File: config.mk
export PLATFORM = sky130hd
export DESIGN_NAME = counter_updown_mod_flat
export DESIGN_NICKNAME = d
export VERILOG_FILES = /design/src/rtl/counter_updown_mod_if.sv /design/src/rtl/counter_updown_mod.sv /design/src/flat_wrapper.sv
export SDC_FILE = /design/constraint.sdc
export NUM_CORES = 1
export LEC_CHECK = 0
export ABC_AREA = 1
export CAP_MARGIN = 5
export CORE_UTILIZATION = 46
export DETAILED_ROUTE_END_ITERATION = 8
export PLACE_DENSITY = 0.73
export SETUP_SLACK_MARGIN = 0.02
export SLEW_MARGIN = 20
export SYNTH_ARGS = -nofsm -noshare
export SYNTH_HDL_FRONTEND = slang
export SYNTH_SLANG_ARGS = --single-unit
File: constraint.sdc
create_clock -name clk -period 1.5 [get_ports clk]
set_input_delay 0.225 -clock clk [delete_from_list [all_inputs] [get_ports clk]]
set_output_delay 0.225 -clock clk [all_outputs]
set_load 0.005 [all_outputs]
File: src/rtl/counter_updown_mod_if.sv
// Control/status bundle for the up/down counter: stimulus side drives the
// controls, the counter drives the count, flags and cascade look-ahead.
interface counter_updown_mod_if #(
  parameter int DW = 8
) ();
  logic          ena;
  logic          up;
  logic          wrap;
  logic          load;
  logic [DW-1:0] load_val;
  logic [DW-1:0] limit;
  logic [DW-1:0] result;
  logic          tc;
  logic          done;
  logic          tc_next;

  modport master (
    output ena, up, wrap, load, load_val, limit,
    input  result, tc, done, tc_next
  );

  modport slave (
    input  ena, up, wrap, load, load_val, limit,
    output result, tc, done, tc_next
  );
endinterface

File: src/rtl/counter_updown_mod.sv
// Up/down counter over the range 0..limit with wrap or one-shot mode,
// synchronous load, terminal-count pulse, sticky done flag and cascade output.
module counter_updown_mod #(
  parameter int          DW   = 8,
  parameter int unsigned INIT = 7
) (
  input  logic               clk,
  input  logic               reset,
  counter_updown_mod_if.slave bus
);
  localparam logic [DW-1:0] INIT_V = DW'(INIT);

  logic [DW-1:0] result_q, result_d;
  logic          tc_q, tc_d;
  logic          done_q, done_d;
  logic          atTerminal;
  logic          tcNext;

  // Counting up, anything at or above limit is terminal so an out-of-range
  // value (after limit is lowered) reloads instead of running past it.
  always_comb begin
    atTerminal = bus.up ? (result_q >= bus.limit) : (result_q == '0);
    tcNext     = bus.ena & ~bus.load & ~reset & atTerminal & (bus.wrap | ~done_q);
  end

  always_comb begin
    result_d = result_q;
    done_d   = done_q;
    tc_d     = 1'b0;
    if (bus.load) begin
      result_d = (bus.load_val < bus.limit) ? bus.load_val : bus.limit;
      done_d   = 1'b0;
    end else if (bus.ena) begin
      if (atTerminal) begin
        tc_d = bus.wrap | ~done_q;
        if (bus.wrap) begin
          result_d = bus.up ? '0 : bus.limit;
        end else begin
          done_d = 1'b1;
        end
      end else begin
        result_d = bus.up ? result_q + DW'(1) : result_q - DW'(1);
      end
    end
  end

  always_ff @(posedge clk) begin
    if (reset) begin
      result_q <= INIT_V;
      tc_q     <= 1'b0;
      done_q   <= 1'b0;
    end else begin
      result_q <= result_d;
      tc_q     <= tc_d;
      done_q   <= done_d;
    end
  end

  assign bus.result  = result_q;
  assign bus.tc      = tc_q;
  assign bus.done    = done_q;
  assign bus.tc_next = tcNext;
endmodule

File: src/flat_wrapper.sv
// flat-port wrapper written by rule: the top's interface ports become plain ports
module counter_updown_mod_flat 
#(
  parameter int          DW   = 8,
  parameter int unsigned INIT = 7
)
  (clk, reset, bus_ena, bus_up, bus_wrap, bus_load, bus_load_val, bus_limit, bus_result, bus_tc, bus_done, bus_tc_next);
  counter_updown_mod_if #(.DW(DW)) bus_i ();
  input  logic clk;
  input  logic reset;
  input wire logic [$bits(bus_i.ena)-1:0] bus_ena;
  input wire logic [$bits(bus_i.up)-1:0] bus_up;
  input wire logic [$bits(bus_i.wrap)-1:0] bus_wrap;
  input wire logic [$bits(bus_i.load)-1:0] bus_load;
  input wire logic [$bits(bus_i.load_val)-1:0] bus_load_val;
  input wire logic [$bits(bus_i.limit)-1:0] bus_limit;
  output wire logic [$bits(bus_i.result)-1:0] bus_result;
  output wire logic [$bits(bus_i.tc)-1:0] bus_tc;
  output wire logic [$bits(bus_i.done)-1:0] bus_done;
  output wire logic [$bits(bus_i.tc_next)-1:0] bus_tc_next;
  assign bus_i.ena = bus_ena;
  assign bus_i.up = bus_up;
  assign bus_i.wrap = bus_wrap;
  assign bus_i.load = bus_load;
  assign bus_i.load_val = bus_load_val;
  assign bus_i.limit = bus_limit;
  assign bus_result = bus_i.result;
  assign bus_tc = bus_i.tc;
  assign bus_done = bus_i.done;
  assign bus_tc_next = bus_i.tc_next;
  counter_updown_mod #(.DW(DW), .INIT(INIT)) u_core (.clk(clk), .reset(reset), .bus(bus_i));
endmodule
==> impl_metrics.toml, run 1 <==
[logic_synthesis]
synth_area_sq_um = 1520
yosysSeqAreaShare_pct = 13.1
synth_top_area_share_pct = 20.0
synth_cell_types = 31
synth_top_area_cell = "nand2_1"
synth-edff-count = 0
synth_nets = 293
ys.flop_type = "dfxtp_1"
async_flop_share_pct = 0
synth.top_cells.by_area = "nand2_1 (20%), ha_1 (17%), dfxtp_1 (13%)"
yosys.cell_count.top_type = "nand2_1"
ys_ff_latch = 10
synth_common_cells = "nand2_1 (81), inv_1 (35), nand3_1 (33), ha_1 (21), a21oi_1 (16)"
ys.warnings.count = 0
avgSynthCellArea_sq_um = 6.12
netlist_instances = 249

[placed_design]
io_buffers = 32
placed_area_sq_um = 2350
place_congestion = 0.852
dpl.hpwl_mm = 3.61

[sta]
setup_viol = 12
fin_skew_ps = 10.8
relSlewSlack_pct = 82.0
fin_crit_ps = 1950
finalWorstSetupSlack_ps = -447
rsz0062_at_grt = "yes"
drv_slew = 0
fin_crit_sh_pct = 130
final_hold_viol_count = 0
fin_hold_ws_ps = 513
setup_tns_ps = -3790
fmax_mhz = 514
worst_pin_slew_ps = 269

[floorplanning]
start_util_pct = 49.1
rows = 20
die_y_microns = 59.6
core_region_area_sq_um = 3100
dieArea_sq_um = 3550
die_x_microns = 59.6
ios = 33

[cells_and_area]
drive_gt1_share_pct = 34.0
nets = 372
fin_area_sq_um = 2540
antenna_cells = 0
multi_input_area_sq_um = 1360
seqCellArea_sq_um = 215
syn2layout_area_growth_pct = 66.5
fill_cells = 243

[setup_path]
end_kind = "output port"
arrival_ps = 1720
start_kind = "flop"
crit_fanout = 2
crit_type = "reg2out"
cpPeakStageDelay_ps = 350
critical_path_required_ps = 1270
worstPathCellList = "ha_4 -> nand2_1 -> nor2_1 -> nand2_2 -> nand2_8 -> nand4_1 -> a21oi_2 -> buf_2"
cp_slowest_cell = "dfxtp_2"

[power_and_ir_drop]
p_per_area_nw_per_um2 = 648
vdd_ir_drop_max_v = 0.000453
p_leak_uw = 0.00134

[detailed_routing]
first_pass_iters = 4
wl_per_cell_microns = 13.3
drt-initial-drc-count = 122
drc = 0
ant_nets = 0
num_vias = 1940
routed_via_density = 5.24
drt_wl_total_mm = 4.94

[run_status]
status = "complete, but fails checks"
violations = "setup timing"

[cts]
clk_pin_slew_worst_paths_ps = 70
cts_buffers = 3
clockRootBuffer = "clkbuf_4"
cts_hold_buf = 0
tritoncts = "built"
h-tree-depth = 1
clockBufferDepth = 2
cts.sinks = 10
clock_latency_ps = 280

[grt]
grt_max_degree = 12
grt.total_usage_pct = 27.5
grt_pass1_wl_mm = 7.40
first_global_vias = 1814
grt_antenna_before_repair = 0
grt-ovfl-total = 0

[hold_path]
hp-class = "reg2reg"

[run]
maxCapViolCount = 0
==> sequential cells by signal, summed over array words and instances (netlist names) <==
register           count
u_core.bus.tc          1
u_core.bus.result      8
u_core.bus.done        1
==> per-layer routing <==
layer,wire [microns],share of wire [%],GRT usage [%]
met2,2450,50,52.5
met1,2020,41,32.5
met4,110,2.2,3.99
met3,357,7.2,4.59
met5,0,0,0
==> critical path: cells and delay by family (launching register included) <==
family,cells,cell delay [ps]
buffers and inverters,1,120
AOI/OAI and AO/OA,1,130
DFF,1,350
adders and majority gates,1,270
and+or+nand+nor,5,580
==> placed cells by master (no fill, tap or decap), types with 7 or more instances in the layout <==
cell type,count
ha_1,12
clkdlybuf4s50_1,16
a21oi_1,11
nand2_1,75
nor2_1,7
nand3_1,28
nand2_2,7
dlygate4sd2_1,11
inv_2,8
nand3b_1,7
ha_4,9
inv_1,29
nand3_2,7
buf_4,39
==> cell type report <==
cell class | count | share of cell area (%)
Multi-Input combinational cell | 194 | 53.6
Timing Repair Buffer | 78 | 28.2
Sequential cell | 10 | 8.48
Inverter | 41 | 6.76
Tap cell | 44 | 2.17
Clock buffer | 3 | 0.888
==> final timing paths <==
path	start	endpoint	slack, ps	cells after the start
max reg2reg	u_core.bus.result[5]	u_core.bus.result[0]	-440	12
max	u_core.bus.result[5]	bus_tc_next	-450	8
min	u_core.bus.done	u_core.bus.tc	510	1
min reg2reg	u_core.bus.done	u_core.bus.tc	510	1
==> logic make-up after synthesis <==
family | share of synthesized area, %
buffers and inverters | 12.3
DFF | 13.1
AOI/OAI and AO/OA | 7.64
adders and majority gates | 18.6
and+or+nand+nor | 46.1
xor gates and xnor gates | 2.30
==> metrics by stage <==
stage | power [uW] | setup slack (ps) | instances | utilization (%)
floorplan | 911 | -56.5 | 249 | -
global placement | 1280 | -917 | 364 | 75.7
detailed placement | 1310 | -991 | 364 | 75.7
CTS | 1550 | -393 | 367 | 78.3
global route | 1770 | -519 | 370 | 81.8
finish | 1650 | -447 | 370 | 81.8
==> timing repair <==
item,CTS,global route
gates resized for setup,35,19
gates cloned,0,2
buffers inserted,0,1
endpoints found under the setup margin,14,17
pin swaps,11,6
==> power breakdown <==
group | total (uW) | internal, uW | switching (uW)
clock | 193 | 92.9 | 99.8
combinational | 1120 | 553 | 566
sequential | 333 | 300 | 33.0
Note: power is estimated with default switching activity, not from simulation.
==> inputs of run 2 (changes only) <==
--- a/config.mk
+++ b/config.mk
@@ -9,6 +9,7 @@
 export CAP_MARGIN = 5
 export CORE_UTILIZATION = 46
 export DETAILED_ROUTE_END_ITERATION = 8
+export GPL_TIMING_DRIVEN = 0
 export PLACE_DENSITY = 0.73
 export SETUP_SLACK_MARGIN = 0.02
 export SLEW_MARGIN = 20
==> run 2 against run 1 <==
  * The run still ends with setup timing left
  * Hold slack worse by 94 ps
  * Non-clock buffer count decreased by 30
  * First-iteration DRC count shrank 56%
  * Design area down 8.9%
  * Critical path depth up 2
  * Die area stayed put
  * Critical endpoint unchanged
  * Largest cell class unchanged
==> impl_metrics.toml, run 2 (synthesized netlist as in run 1, its figures left out) <==
[setup_path]
critPathTopFamily = "simple AND/OR/NAND/NOR gates"
cpPeakStageDelay_ps = 360
crit_fanout = 4
end_kind = "output port"
start_kind = "flop"
crit_type = "reg2out"
cp_slowest_cell = "dfxtp_4"
worstPathCellList = "ha_4 -> nand2_4 -> inv_4 -> and3_4 -> nor2_4 -> nand2_8 -> nand4_1 -> buf_4 -> a21oi_2 -> buf_2"
arrival_ps = 1780
critical_path_required_ps = 1270
critPathBufInv = 3

[run_status]
violations = "setup timing"
status = "complete, but fails checks"

[cts]
clockBufferDepth = 2
cts.sinks = 10
cts_buffers = 3
clk_pin_slew_worst_paths_ps = 60
cts_hold_buf = 0
clock_latency_ps = 260
clockRootBuffer = "clkbuf_4"
h-tree-depth = 1
tritoncts = "built"

[power_and_ir_drop]
intPower_uw = 870
p_leak_uw = 0.00115
p_per_area_nw_per_um2 = 650
p_sw_share_pct = 42.1
vdd_ir_drop_max_v = 0.000507
p_clk_share_pct = 11.7
seqPwrFrac_pct = 23.9
p_comb_share_pct = 64.5
switchingPower_uw = 634

[grt]
grt.total_usage_pct = 25.3
grt_antenna_before_repair = 0
grt_pass1_wl_mm = 6.85
use_met3_pct = 4.37
grt-ovfl-total = 0
first_global_vias = 1582
busiest_layer = "met2"
gr-usage-met2_pct = 46.1
met1_usage_pct = 31.8
grt_max_degree = 17

[sta]
setup_tns_ps = -3650
final_hold_viol_count = 0
worst_pin_slew_ps = 455
fin_crit_sh_pct = 134
fin_skew_ps = 3.94
fmax_mhz = 498
fin_hold_ws_ps = 419
rsz0062_at_grt = "yes"
setup_viol = 9
drv_slew = 0
relSlewSlack_pct = 69.7
finalWorstSetupSlack_ps = -507
fin_crit_ps = 2010

[floorplanning]
start_util_pct = 49.1
die_y_microns = 59.6
rows = 20
dieArea_sq_um = 3550
ios = 33
core_region_area_sq_um = 3100
die_x_microns = 59.6

[cells_and_area]
mostFrequentLayoutCells = "nand2_1 (71), inv_1 (28), nand3_1 (27)"
drive_gt1_share_pct = 28.7
postLayoutCoreUtil_pct = 74.5
largest_register_ffs = 8
layout_commonest_cell = "nand2_1"
antenna_cells = 0
fill_cells = 297
syn2layout_area_growth_pct = 51.7
nets = 342

[detailed_routing]
drt_wl_total_mm = 4.11
first_pass_iters = 4
routed_via_density = 5.11
ant_nets = 0
drt-initial-drc-count = 54
drc = 0
wl_per_cell_microns = 12.1
num_vias = 1738

[hold_path]
hp-class = "in2reg"

[placed_design]
place_congestion = 0.831
place_ws_ps = -1070
io_buffers = 31
dpl.hpwl_mm = 3.05

[run]
maxCapViolCount = 0
## run 2: layout make-up
| class | count | area, sq um | area share, % |
|---|---|---|---|
| multi-input combinational | 194 | 1390 | 60.0 |
| clock buffer | 3 | 22.5 | 0.974 |
| sequential | 10 | 223 | 9.63 |
| timing repair buffer | 43 | 413 | 17.9 |
| inverter | 41 | 171 | 7.41 |
| buffer | 5 | 41.3 | 1.79 |
| tap | 44 | 55.1 | 2.38 |
## run 2: worst min-delay path: cells and delay by family
kind	cells	cell delay, ps
buffers and inverters	1	190
AOI/OAI and AO/OA	1	160
and+or+nand+nor	1	60
## run 2: routing by layer
layer / part of all wire [%] / vias up
met3: 4.6 / 6
li1: - / 911
met5: 0 / -
met4: 0.88 / 0
met1: 45 / 779
met2: 50 / 42
## run 2: metrics by stage
step,power [uW],std cells,cell area [sq um]
finish,1500,340,2310
global route,1640,340,2310
CTS,1460,336,2250
detailed placement,1150,324,2030
global placement,1150,324,2030
floorplan,911,249,1670
## run 2: worst paths after layout
| check | from | endpoint | slack, ps | depth (start not counted) |
|---|---|---|---|---|
| worst max register to register | u_core.bus.result[7] | u_core.bus.result[2] | -420 | 12 |
| worst min register to register | u_core.bus.done | u_core.bus.tc | 500 | 1 |
| worst max-delay path | u_core.bus.result[7] | bus_tc_next | -510 | 10 |
| worst min-delay path | reset | u_core.bus.result[1] | 420 | 3 |
## run 2: timing repair
action                                 CTS  global route
resized for setup                       41            13
setup buffers                           13             5
endpoints found under the hold margin    0             0
setup endpoints to repair               12            12
cloned                                   2             0
pin swaps                               12            12
## run 2: power groups by stage
| stage | clock network [uW] | logic [uW] | registers [uW] |
|---|---|---|---|
| global route | 203 | 1070 | 363 |
| global placement | 0 | 782 | 363 |
| CTS | 182 | 917 | 359 |
| finish | 175 | 969 | 359 |
| detailed placement | 0 | 790 | 363 |
| floorplan | 0 | 560 | 351 |
